[config.mk]
export PLATFORM = sky130hd
export DESIGN_NAME = hsv_mask_pipe_flat
export DESIGN_NICKNAME = d
export VERILOG_FILES = /design/src/rtl/hsv_mask_pipe_pkg.sv /design/src/rtl/hsv_mask_pipe_if.sv /design/src/rtl/hsv_mask_pipe_core.sv /design/src/rtl/hsv_mask_pipe.sv /design/src/flat_wrapper.sv
export SDC_FILE = /design/constraint.sdc
export NUM_CORES = 1
export LEC_CHECK = 0
export CAP_MARGIN = 20
export CORE_MARGIN = 2
export CORE_UTILIZATION = 25
export CTS_CLUSTER_SIZE = 25
export DETAILED_ROUTE_END_ITERATION = 16
export GPL_TIMING_DRIVEN = 0
export HOLD_SLACK_MARGIN = 0.05
export PLACE_DENSITY = 0.43
export SLEW_MARGIN = 20
export SYNTH_ARGS = -nofsm -noshare
export SYNTH_HDL_FRONTEND = slang
export SYNTH_SLANG_ARGS = --single-unit
export TNS_END_PERCENT = 10
[constraint.sdc]
create_clock -name iCLK -period 9.1 [get_ports iCLK]
set_input_delay 1.365 -clock iCLK [delete_from_list [all_inputs] [get_ports iCLK]]
set_output_delay 1.365 -clock iCLK [all_outputs]
set_load 0.02 [all_outputs]
[src/rtl/hsv_mask_pipe_pkg.sv]
// Shared constants and types for the HSV colour-mask pipeline.
package hsv_pkg;
  localparam int HUE_W = 14;

  localparam logic [1:0] CFG_LO_Q    = 2'd0;
  localparam logic [1:0] CFG_HI_Q    = 2'd1;
  localparam logic [1:0] CFG_V_SHIFT = 2'd2;

  localparam logic [7:0] DEF_LO_Q    = 8'd3;
  localparam logic [7:0] DEF_HI_Q    = 8'd9;
  localparam logic [7:0] DEF_V_SHIFT = 8'd2;

  typedef enum logic [1:0] {CH_R, CH_G, CH_B} chan_t;

  typedef struct packed {
    logic [7:0] lo_q;
    logic [7:0] hi_q;
    logic [7:0] v_shift;
  } cfg_t;
endpackage

[src/rtl/hsv_mask_pipe_if.sv]
// Pixel stream in/out, config port and frame-count result of the mask pipeline.
interface hsv_mask_pipe_if #(
  parameter int DATA_W  = 8,
  parameter int COORD_W = 13,
  parameter int CNT_W   = 19
);
  logic               i_valid, i_sof;
  logic [DATA_W-1:0]  i_R, i_G, i_B;
  logic [COORD_W-1:0] i_row, i_col;
  logic               i_cfg_we;
  logic [1:0]         i_cfg_addr;
  logic [7:0]         i_cfg_data;
  logic               o_valid;
  logic [DATA_W-1:0]  o_R, o_G, o_B;
  logic [COORD_W-1:0] o_row, o_col;
  logic               o_color_raw, o_color;
  logic [CNT_W-1:0]   o_count;
  logic               o_count_valid;

  modport master (
    output i_valid, i_sof, i_R, i_G, i_B, i_row, i_col, i_cfg_we, i_cfg_addr, i_cfg_data,
    input  o_valid, o_R, o_G, o_B, o_row, o_col, o_color_raw, o_color, o_count, o_count_valid
  );
  modport slave (
    input  i_valid, i_sof, i_R, i_G, i_B, i_row, i_col, i_cfg_we, i_cfg_addr, i_cfg_data,
    output o_valid, o_R, o_G, o_B, o_row, o_col, o_color_raw, o_color, o_count, o_count_valid
  );
endinterface

[src/rtl/hsv_mask_pipe_core.sv]
// Two registered stages: max/min/channel select, then saturation, hue numerator and bounds.
module hsv_core
  import hsv_pkg::*;
#(
  parameter int DATA_W  = 8,
  parameter int COORD_W = 13
) (
  input  logic               clk,
  input  logic               rst_n,
  input  cfg_t               cfg,
  input  logic               valid,
  input  logic               sof,
  input  logic [DATA_W-1:0]  r, g, b,
  input  logic [COORD_W-1:0] row, col,
  output logic               s2_valid, s2_sof,
  output logic [DATA_W-1:0]  s2_r, s2_g, s2_b,
  output logic [COORD_W-1:0] s2_row, s2_col,
  output logic [DATA_W-1:0]  s2_sat, s2_vth,
  output logic [HUE_W-1:0]   s2_hue,
  output logic [HUE_W-1:0]   s2_lo, s2_hi
);
  localparam int PW = DATA_W + 8;

  logic               s1_valid, s1_sof;
  logic [DATA_W-1:0]  s1_r, s1_g, s1_b, s1_max, s1_min;
  logic [COORD_W-1:0] s1_row, s1_col;
  chan_t              s1_sel;

  chan_t             sel;
  logic [DATA_W-1:0] mx, mn;
  always_comb begin
    if (r >= g && r >= b) begin sel = CH_R; mx = r; end
    else if (g >= b)      begin sel = CH_G; mx = g; end
    else                  begin sel = CH_B; mx = b; end
    mn = r;
    if (g < mn) mn = g;
    if (b < mn) mn = b;
  end

  always_ff @(posedge clk) begin
    if (!rst_n) begin
      s1_valid <= 1'b0; s1_sof <= 1'b0; s1_sel <= CH_R;
      s1_r <= '0; s1_g <= '0; s1_b <= '0; s1_max <= '0; s1_min <= '0;
      s1_row <= '0; s1_col <= '0;
    end else begin
      s1_valid <= valid; s1_sof <= sof; s1_sel <= sel;
      s1_r <= r; s1_g <= g; s1_b <= b; s1_max <= mx; s1_min <= mn;
      s1_row <= row; s1_col <= col;
    end
  end

  // Hue is formed modulo 2^HUE_W so the result is the two's complement numerator.
  logic [DATA_W-1:0] sat;
  logic [HUE_W-1:0]  hue, sz, rz, gz, bz;
  logic [PW-1:0]     lo_p, hi_p;
  always_comb begin
    sat = s1_max - s1_min;
    sz = HUE_W'(sat);
    rz = HUE_W'(s1_r);
    gz = HUE_W'(s1_g);
    bz = HUE_W'(s1_b);
    case (s1_sel)
      CH_R:    hue = gz - bz;
      CH_G:    hue = (sz << 1) + bz - rz;
      default: hue = (sz << 2) + rz - gz;
    endcase
    lo_p = PW'(sat) * PW'(cfg.lo_q);
    hi_p = PW'(sat) * PW'(cfg.hi_q);
  end

  always_ff @(posedge clk) begin
    if (!rst_n) begin
      s2_valid <= 1'b0; s2_sof <= 1'b0;
      s2_r <= '0; s2_g <= '0; s2_b <= '0; s2_row <= '0; s2_col <= '0;
      s2_sat <= '0; s2_vth <= '0; s2_hue <= '0; s2_lo <= '0; s2_hi <= '0;
    end else begin
      s2_valid <= s1_valid; s2_sof <= s1_sof;
      s2_r <= s1_r; s2_g <= s1_g; s2_b <= s1_b; s2_row <= s1_row; s2_col <= s1_col;
      s2_sat <= sat;
      s2_vth <= s1_max >> cfg.v_shift;
      s2_hue <= hue;
      s2_lo  <= HUE_W'(lo_p >> 2);
      s2_hi  <= HUE_W'(hi_p >> 2);
    end
  end
endmodule

[src/rtl/hsv_mask_pipe.sv]
// HSV colour mask with frame-aligned config, same-row majority filter and per-frame pixel count.
module hsv_mask_pipe
  import hsv_pkg::*;
#(
  parameter int DATA_W  = 8,
  parameter int COORD_W = 13,
  parameter int ROW_MAX = 477,
  parameter int COL_MAX = 617,
  parameter int TAPS    = 5,
  parameter int CNT_W   = 19
) (
  input logic           iCLK,
  input logic           iRST_N,
  hsv_mask_pipe_if.slave bus
);
  localparam int H      = (TAPS - 1) / 2;
  localparam int VOTE_W = $clog2(TAPS + 1);

  typedef struct packed {
    logic               valid;
    logic               sof;
    logic               raw;
    logic [DATA_W-1:0]  r, g, b;
    logic [COORD_W-1:0] row, col;
  } tap_t;

  // Shadow takes writes at once; active only reloads as a new frame enters the pipe.
  cfg_t shadow, active;
  always_ff @(posedge iCLK) begin
    if (!iRST_N) begin
      shadow <= '{lo_q: DEF_LO_Q, hi_q: DEF_HI_Q, v_shift: DEF_V_SHIFT};
      active <= '{lo_q: DEF_LO_Q, hi_q: DEF_HI_Q, v_shift: DEF_V_SHIFT};
    end else begin
      if (bus.i_valid && bus.i_sof) active <= shadow;
      if (bus.i_cfg_we) begin
        case (bus.i_cfg_addr)
          CFG_LO_Q:    shadow.lo_q    <= bus.i_cfg_data;
          CFG_HI_Q:    shadow.hi_q    <= bus.i_cfg_data;
          CFG_V_SHIFT: shadow.v_shift <= bus.i_cfg_data;
          default: ;
        endcase
      end
    end
  end

  logic               s2_valid, s2_sof;
  logic [DATA_W-1:0]  s2_r, s2_g, s2_b, s2_sat, s2_vth;
  logic [COORD_W-1:0] s2_row, s2_col;
  logic [HUE_W-1:0]   s2_hue, s2_lo, s2_hi;

  hsv_core #(.DATA_W(DATA_W), .COORD_W(COORD_W)) u_core (
    .clk(iCLK), .rst_n(iRST_N), .cfg(active),
    .valid(bus.i_valid), .sof(bus.i_sof),
    .r(bus.i_R), .g(bus.i_G), .b(bus.i_B), .row(bus.i_row), .col(bus.i_col),
    .s2_valid(s2_valid), .s2_sof(s2_sof),
    .s2_r(s2_r), .s2_g(s2_g), .s2_b(s2_b), .s2_row(s2_row), .s2_col(s2_col),
    .s2_sat(s2_sat), .s2_vth(s2_vth), .s2_hue(s2_hue), .s2_lo(s2_lo), .s2_hi(s2_hi)
  );

  logic in_win, hue_fail;
  tap_t new_tap;
  always_comb begin
    in_win   = (s2_row <= COORD_W'(ROW_MAX)) && (s2_col <= COORD_W'(COL_MAX));
    // A negative numerator never lies inside the (non-negative) bounds.
    hue_fail = s2_hue[HUE_W-1] || (s2_hue < s2_lo) || (s2_hue > s2_hi);
    new_tap.valid = s2_valid;
    new_tap.sof   = s2_sof;
    new_tap.raw   = in_win && s2_valid && !hue_fail && !(s2_sat < s2_vth);
    new_tap.r     = in_win ? s2_r : '0;
    new_tap.g     = in_win ? s2_g : '0;
    new_tap.b     = in_win ? s2_b : '0;
    new_tap.row   = s2_row;
    new_tap.col   = s2_col;
  end

  tap_t [TAPS-1:0] taps;
  always_ff @(posedge iCLK) begin
    if (!iRST_N) taps <= '0;
    else         taps <= {taps[TAPS-2:0], new_tap};
  end

  // Only taps on the centre's row vote, so line edges never borrow from neighbours.
  logic [VOTE_W-1:0] votes;
  logic              color;
  always_comb begin
    votes = '0;
    for (int i = 0; i < TAPS; i++)
      if (taps[i].raw && taps[i].row == taps[H].row) votes = votes + VOTE_W'(1);
    color = taps[H].valid && (votes >= VOTE_W'(H + 1));
  end

  logic [CNT_W-1:0] acc, count;
  logic             count_valid;
  always_ff @(posedge iCLK) begin
    if (!iRST_N) begin
      acc <= '0; count <= '0; count_valid <= 1'b0;
    end else begin
      count_valid <= 1'b0;
      if (taps[H].valid && taps[H].sof) begin
        count       <= acc;
        count_valid <= 1'b1;
        acc         <= CNT_W'(color);
      end else if (color && acc != '1) begin
        acc <= acc + CNT_W'(1);
      end
    end
  end

  assign bus.o_valid       = taps[H].valid;
  assign bus.o_R           = taps[H].r;
  assign bus.o_G           = taps[H].g;
  assign bus.o_B           = taps[H].b;
  assign bus.o_row         = taps[H].row;
  assign bus.o_col         = taps[H].col;
  assign bus.o_color_raw   = taps[H].raw;
  assign bus.o_color       = color;
  assign bus.o_count       = count;
  assign bus.o_count_valid = count_valid;
endmodule

[src/flat_wrapper.sv]
// flat-port wrapper written by rule: the top's interface ports become plain ports
module hsv_mask_pipe_flat import hsv_pkg::*;
#(
  parameter int DATA_W  = 8,
  parameter int COORD_W = 13,
  parameter int ROW_MAX = 477,
  parameter int COL_MAX = 617,
  parameter int TAPS    = 5,
  parameter int CNT_W   = 19
)
  (iCLK, iRST_N, bus_i_valid, bus_i_sof, bus_i_R, bus_i_G, bus_i_B, bus_i_row, bus_i_col, bus_i_cfg_we, bus_i_cfg_addr, bus_i_cfg_data, bus_o_valid, bus_o_R, bus_o_G, bus_o_B, bus_o_row, bus_o_col, bus_o_color_raw, bus_o_color, bus_o_count, bus_o_count_valid);
  hsv_mask_pipe_if #(.DATA_W(DATA_W), .COORD_W(COORD_W), .CNT_W(CNT_W)) bus_i ();
  input logic iCLK;
  input logic iRST_N;
  input wire logic [$bits(bus_i.i_valid)-1:0] bus_i_valid;
  input wire logic [$bits(bus_i.i_sof)-1:0] bus_i_sof;
  input wire logic [$bits(bus_i.i_R)-1:0] bus_i_R;
  input wire logic [$bits(bus_i.i_G)-1:0] bus_i_G;
  input wire logic [$bits(bus_i.i_B)-1:0] bus_i_B;
  input wire logic [$bits(bus_i.i_row)-1:0] bus_i_row;
  input wire logic [$bits(bus_i.i_col)-1:0] bus_i_col;
  input wire logic [$bits(bus_i.i_cfg_we)-1:0] bus_i_cfg_we;
  input wire logic [$bits(bus_i.i_cfg_addr)-1:0] bus_i_cfg_addr;
  input wire logic [$bits(bus_i.i_cfg_data)-1:0] bus_i_cfg_data;
  output wire logic [$bits(bus_i.o_valid)-1:0] bus_o_valid;
  output wire logic [$bits(bus_i.o_R)-1:0] bus_o_R;
  output wire logic [$bits(bus_i.o_G)-1:0] bus_o_G;
  output wire logic [$bits(bus_i.o_B)-1:0] bus_o_B;
  output wire logic [$bits(bus_i.o_row)-1:0] bus_o_row;
  output wire logic [$bits(bus_i.o_col)-1:0] bus_o_col;
  output wire logic [$bits(bus_i.o_color_raw)-1:0] bus_o_color_raw;
  output wire logic [$bits(bus_i.o_color)-1:0] bus_o_color;
  output wire logic [$bits(bus_i.o_count)-1:0] bus_o_count;
  output wire logic [$bits(bus_i.o_count_valid)-1:0] bus_o_count_valid;
  assign bus_i.i_valid = bus_i_valid;
  assign bus_i.i_sof = bus_i_sof;
  assign bus_i.i_R = bus_i_R;
  assign bus_i.i_G = bus_i_G;
  assign bus_i.i_B = bus_i_B;
  assign bus_i.i_row = bus_i_row;
  assign bus_i.i_col = bus_i_col;
  assign bus_i.i_cfg_we = bus_i_cfg_we;
  assign bus_i.i_cfg_addr = bus_i_cfg_addr;
  assign bus_i.i_cfg_data = bus_i_cfg_data;
  assign bus_o_valid = bus_i.o_valid;
  assign bus_o_R = bus_i.o_R;
  assign bus_o_G = bus_i.o_G;
  assign bus_o_B = bus_i.o_B;
  assign bus_o_row = bus_i.o_row;
  assign bus_o_col = bus_i.o_col;
  assign bus_o_color_raw = bus_i.o_color_raw;
  assign bus_o_color = bus_i.o_color;
  assign bus_o_count = bus_i.o_count;
  assign bus_o_count_valid = bus_i.o_count_valid;
  hsv_mask_pipe #(.DATA_W(DATA_W), .COORD_W(COORD_W), .ROW_MAX(ROW_MAX), .COL_MAX(COL_MAX), .TAPS(TAPS), .CNT_W(CNT_W)) u_core (.iCLK(iCLK), .iRST_N(iRST_N), .bus(bus_i));
endmodule
==> impl_metrics.env <==
export IMPL_p_sw_frac=0.335
export IMPL_drv_slew=0
export IMPL_insertion_delay_ns=0.61
export IMPL_setup_viol=0
export IMPL_hold_viol=0
export IMPL_period_minus_slack_ns=6.74
export IMPL_dr_pass1_iters=5
export IMPL_min_path_type="flop to flop"
export IMPL_row_count=109
export IMPL_p_int_uw=4220
export IMPL_netSwitchingPower_uw=2130
export IMPL_final_nets=2836
export IMPL_ys_warn_count=0
export IMPL_ios=138
export IMPL_yosys_most_used_dff="dfxtp_1"
export IMPL_drive_above_1_share=0.0696
export IMPL_cts_buffer_depth=3
export IMPL_worstPathRequired_ns=9.56
export IMPL_yosys_area_top_type="dfxtp_1"
export IMPL_first_global_vias=16400
export IMPL_worst_setup_path_type="flop to flop"
export IMPL_clock_power_share=0.331
export IMPL_fmax_mhz=148
export IMPL_async_flop_share=0
export IMPL_crit_fanout=11
export IMPL_finalPower_uw=6360
export IMPL_grtUsageTotal=0.133
export IMPL_wl_microns=60100
export IMPL_synth_commonest_cells="452 x dfxtp_1, 343 x and2_1, 224 x inv_1, 178 x ha_1, 145 x nand2_1"
export IMPL_worst_ep_arrival_time_ns=7.20
export IMPL_ys_seq_elements=452
export IMPL_vias_per_cell=4.24
export IMPL_yosysMostFrequentCell="dfxtp_1"
export IMPL_die_area_sq_mm=0.0920
export IMPL_syn_instance_count=2317
export IMPL_tns_ns=0
export IMPL_worst_pin_slew_ns=1.09
export IMPL_antenna_found_initial=3
export IMPL_hpwl_microns=47800
export IMPL_synth_area_sq_mm=0.0224
export IMPL_vias=15700
export IMPL_core_area_sq_mm=0.0885
export IMPL_path_clk_slew_ns=0.06
export IMPL_cts_setup_buffers=0
export IMPL_post_route_period_util=0.740
export IMPL_ir_drop_uv=139
export IMPL_synth_top_cell_area_share=0.404
export IMPL_wire_per_inst_microns=16.2
export IMPL_cts_buffers=48
export IMPL_h_tree_depth=2
export IMPL_yosysUniqueCellTypes=72
export IMPL_die_w_microns=303
export IMPL_synth_nets=2649
export IMPL_power_density_mw_per_mm2=235
export IMPL_drtIter0Drc=635
export IMPL_area_delta_synth_final_pct=20.6
export IMPL_p_leak_uw=0.0117
export IMPL_maxCapViolCount=0
export IMPL_relSlewSlack=0.273
export IMPL_cts_resized=0
export IMPL_start_kind="flop"
export IMPL_syn_area_per_cell_sq_um=9.66
export IMPL_ys_seq_area_frac=0.404
export IMPL_crit_path_end_kind="flop"
export IMPL_initial_core_util=0.253
export IMPL_p_comb_frac=0.328
export IMPL_port_buffers=137
export IMPL_synth_edf_count=0
export IMPL_antenna_left=0
export IMPL_nFillCells=9139
export IMPL_drc=0
export IMPL_die_h_microns=303
export IMPL_clock_sinks=452
export IMPL_gp_congestion=0.826
export IMPL_synth_area_leaders="dfxtp_1 40%, ha_1 9.9%, and2_1 9.6%"
export IMPL_status="finished clean"
export IMPL_holdBufCountCts=0
export IMPL_cts_root_buf="clkbuf_16"
export IMPL_p_seq_frac=0.341
export IMPL_cts_tree="built"
export IMPL_grt_pass1_wl_microns=93900
export IMPL_grt_max_degree=16
export IMPL_overflow=0
export IMPL_rsz0062_at_grt="no"
export IMPL_worst_clock_skew_ns=0.0516
## power by group through the flow
stage,Clock (uW),Sequential [uW],Combinational (uW)
floorplan,0,2170,1510
global placement,0,2210,2060
detailed placement,0,2220,2100
CTS,2180,2170,2120
global route,2250,2180,2380
finish,2100,2170,2080
## cell usage in the layout, fill, tap and decap left out, drive strengths merged, types with 6 or more instances in the layout
master           n
nor3b            6
nor2            93
clkdlybuf4s50  137
o211ai          10
dfxtp          452
nand4           25
or4              8
a211oi          13
nand2b          10
mux2i           45
ha             178
mux2            10
o21bai           9
or3             14
o21ai           43
o21a             8
and3            34
bufinv           6
nor3            25
clkbuf         153
o31ai            8
fa              89
nor2b           48
a21o            23
a22o            19
nand2          145
inv            226
xnor2           72
xor2            22
and2           343
nor4            11
nand3           28
clkinv          11
a21boi          25
a21oi           68
buf             69
## registers in the layout (all words and copies together), names as in the netlist, 12 cells and up
register / cells
u_core.u_core.s2_hi: 14
u_core.u_core.s2_col: 13
u_core.u_core.s1_col: 13
u_core.taps: 135
u_core.shadow: 24
u_core.u_core.s2_hue: 12
u_core.active: 24
u_core.u_core.s2_row: 13
u_core.u_core.s1_row: 13
u_core.bus.o_count: 19
u_core.bus.o_col: 13
u_core.acc: 19
u_core.u_core.s2_lo: 14
u_core.bus.o_row: 13
## cell families after synthesis
| family | after synthesis | share of synthesized area |
|---|---|---|
| DFF | 452 | 0.404 |
| AOI/OAI and AO/OA | 264 | 0.0806 |
| buffers and inverters | 380 | 0.0745 |
| muxes | 56 | 0.0263 |
| and+or+nand+nor | 803 | 0.198 |
| xor gates and xnor gates | 95 | 0.0378 |
| adders and majority gates | 267 | 0.179 |
## layer usage
metal  routed length [microns]  global-route usage  up-vias  part of all wire
met2                     29900               0.237      246              0.50
met1                     26700               0.165     7537              0.44
li1                          -                   -     7861                 -
met3                      2120              0.0201       74             0.035
met4                      1390              0.0351        0             0.023
met5                         0                   0        -                 0
## per-stage QoR
step	util	instance area [sq um]	cells	setup slack (ns)	hold slack (ns)
global route	0.305	27000	3708	1.97	0.440
global placement	0.285	25200	3619	2.11	0.417
finish	0.305	27000	3710	2.36	0.431
CTS	0.305	27000	3708	2.35	0.430
floorplan	-	22400	2317	3.60	0.412
detailed placement	0.285	25300	3619	2.44	0.418
## path summary, 6_finish.rpt
kind | startpoint | endpoint | slack, ns | cells after the start
max | u_core.u_core.s1_max[0] | u_core.u_core.s2_lo[12] | 2.36 | 25
min | u_core.taps[52] | u_core.taps[105] | 0.43 | 1
min reg2reg | u_core.taps[52] | u_core.taps[105] | 0.43 | 1
max reg2reg | u_core.u_core.s1_max[0] | u_core.u_core.s2_lo[12] | 2.36 | 25
## worst max-delay path, stage by stage, from the launching register on
cell      delay [ns]
dfxtp_1         0.33
inv_1           0.06
ha_1            0.16
inv_1           0.05
fa_1            0.42
nand2_1         0.08
nand2_1         0.05
a21oi_1         0.29
o21bai_1        0.11
a21oi_1         0.23
xnor2_2         0.34
clkbuf_1        0.73
and2_1          0.24
fa_1            0.43
fa_1            0.48
fa_1            0.55
inv_1           0.06
fa_1            0.52
inv_1           0.04
ha_1            0.35
a21oi_1         0.16
o21ai_0         0.14
a41oi_1         0.31
a21oi_1         0.12
xor2_1          0.16
and2_1          0.15
## layout make-up
cell class | instances | area, sq um | area share
antenna | 2 | 5.00 | 0.000185
clock inverter | 21 | 334 | 0.0124
sequential | 452 | 9050 | 0.335
multi-input combinational | 1485 | 11700 | 0.433
timing repair buffer | 137 | 1370 | 0.0508
buffer | 154 | 820 | 0.0303
tap | 1165 | 1460 | 0.0540
clock buffer | 68 | 1420 | 0.0524
inverter | 226 | 848 | 0.0314
No activity file was read; power rests on OpenSTA's default activity.
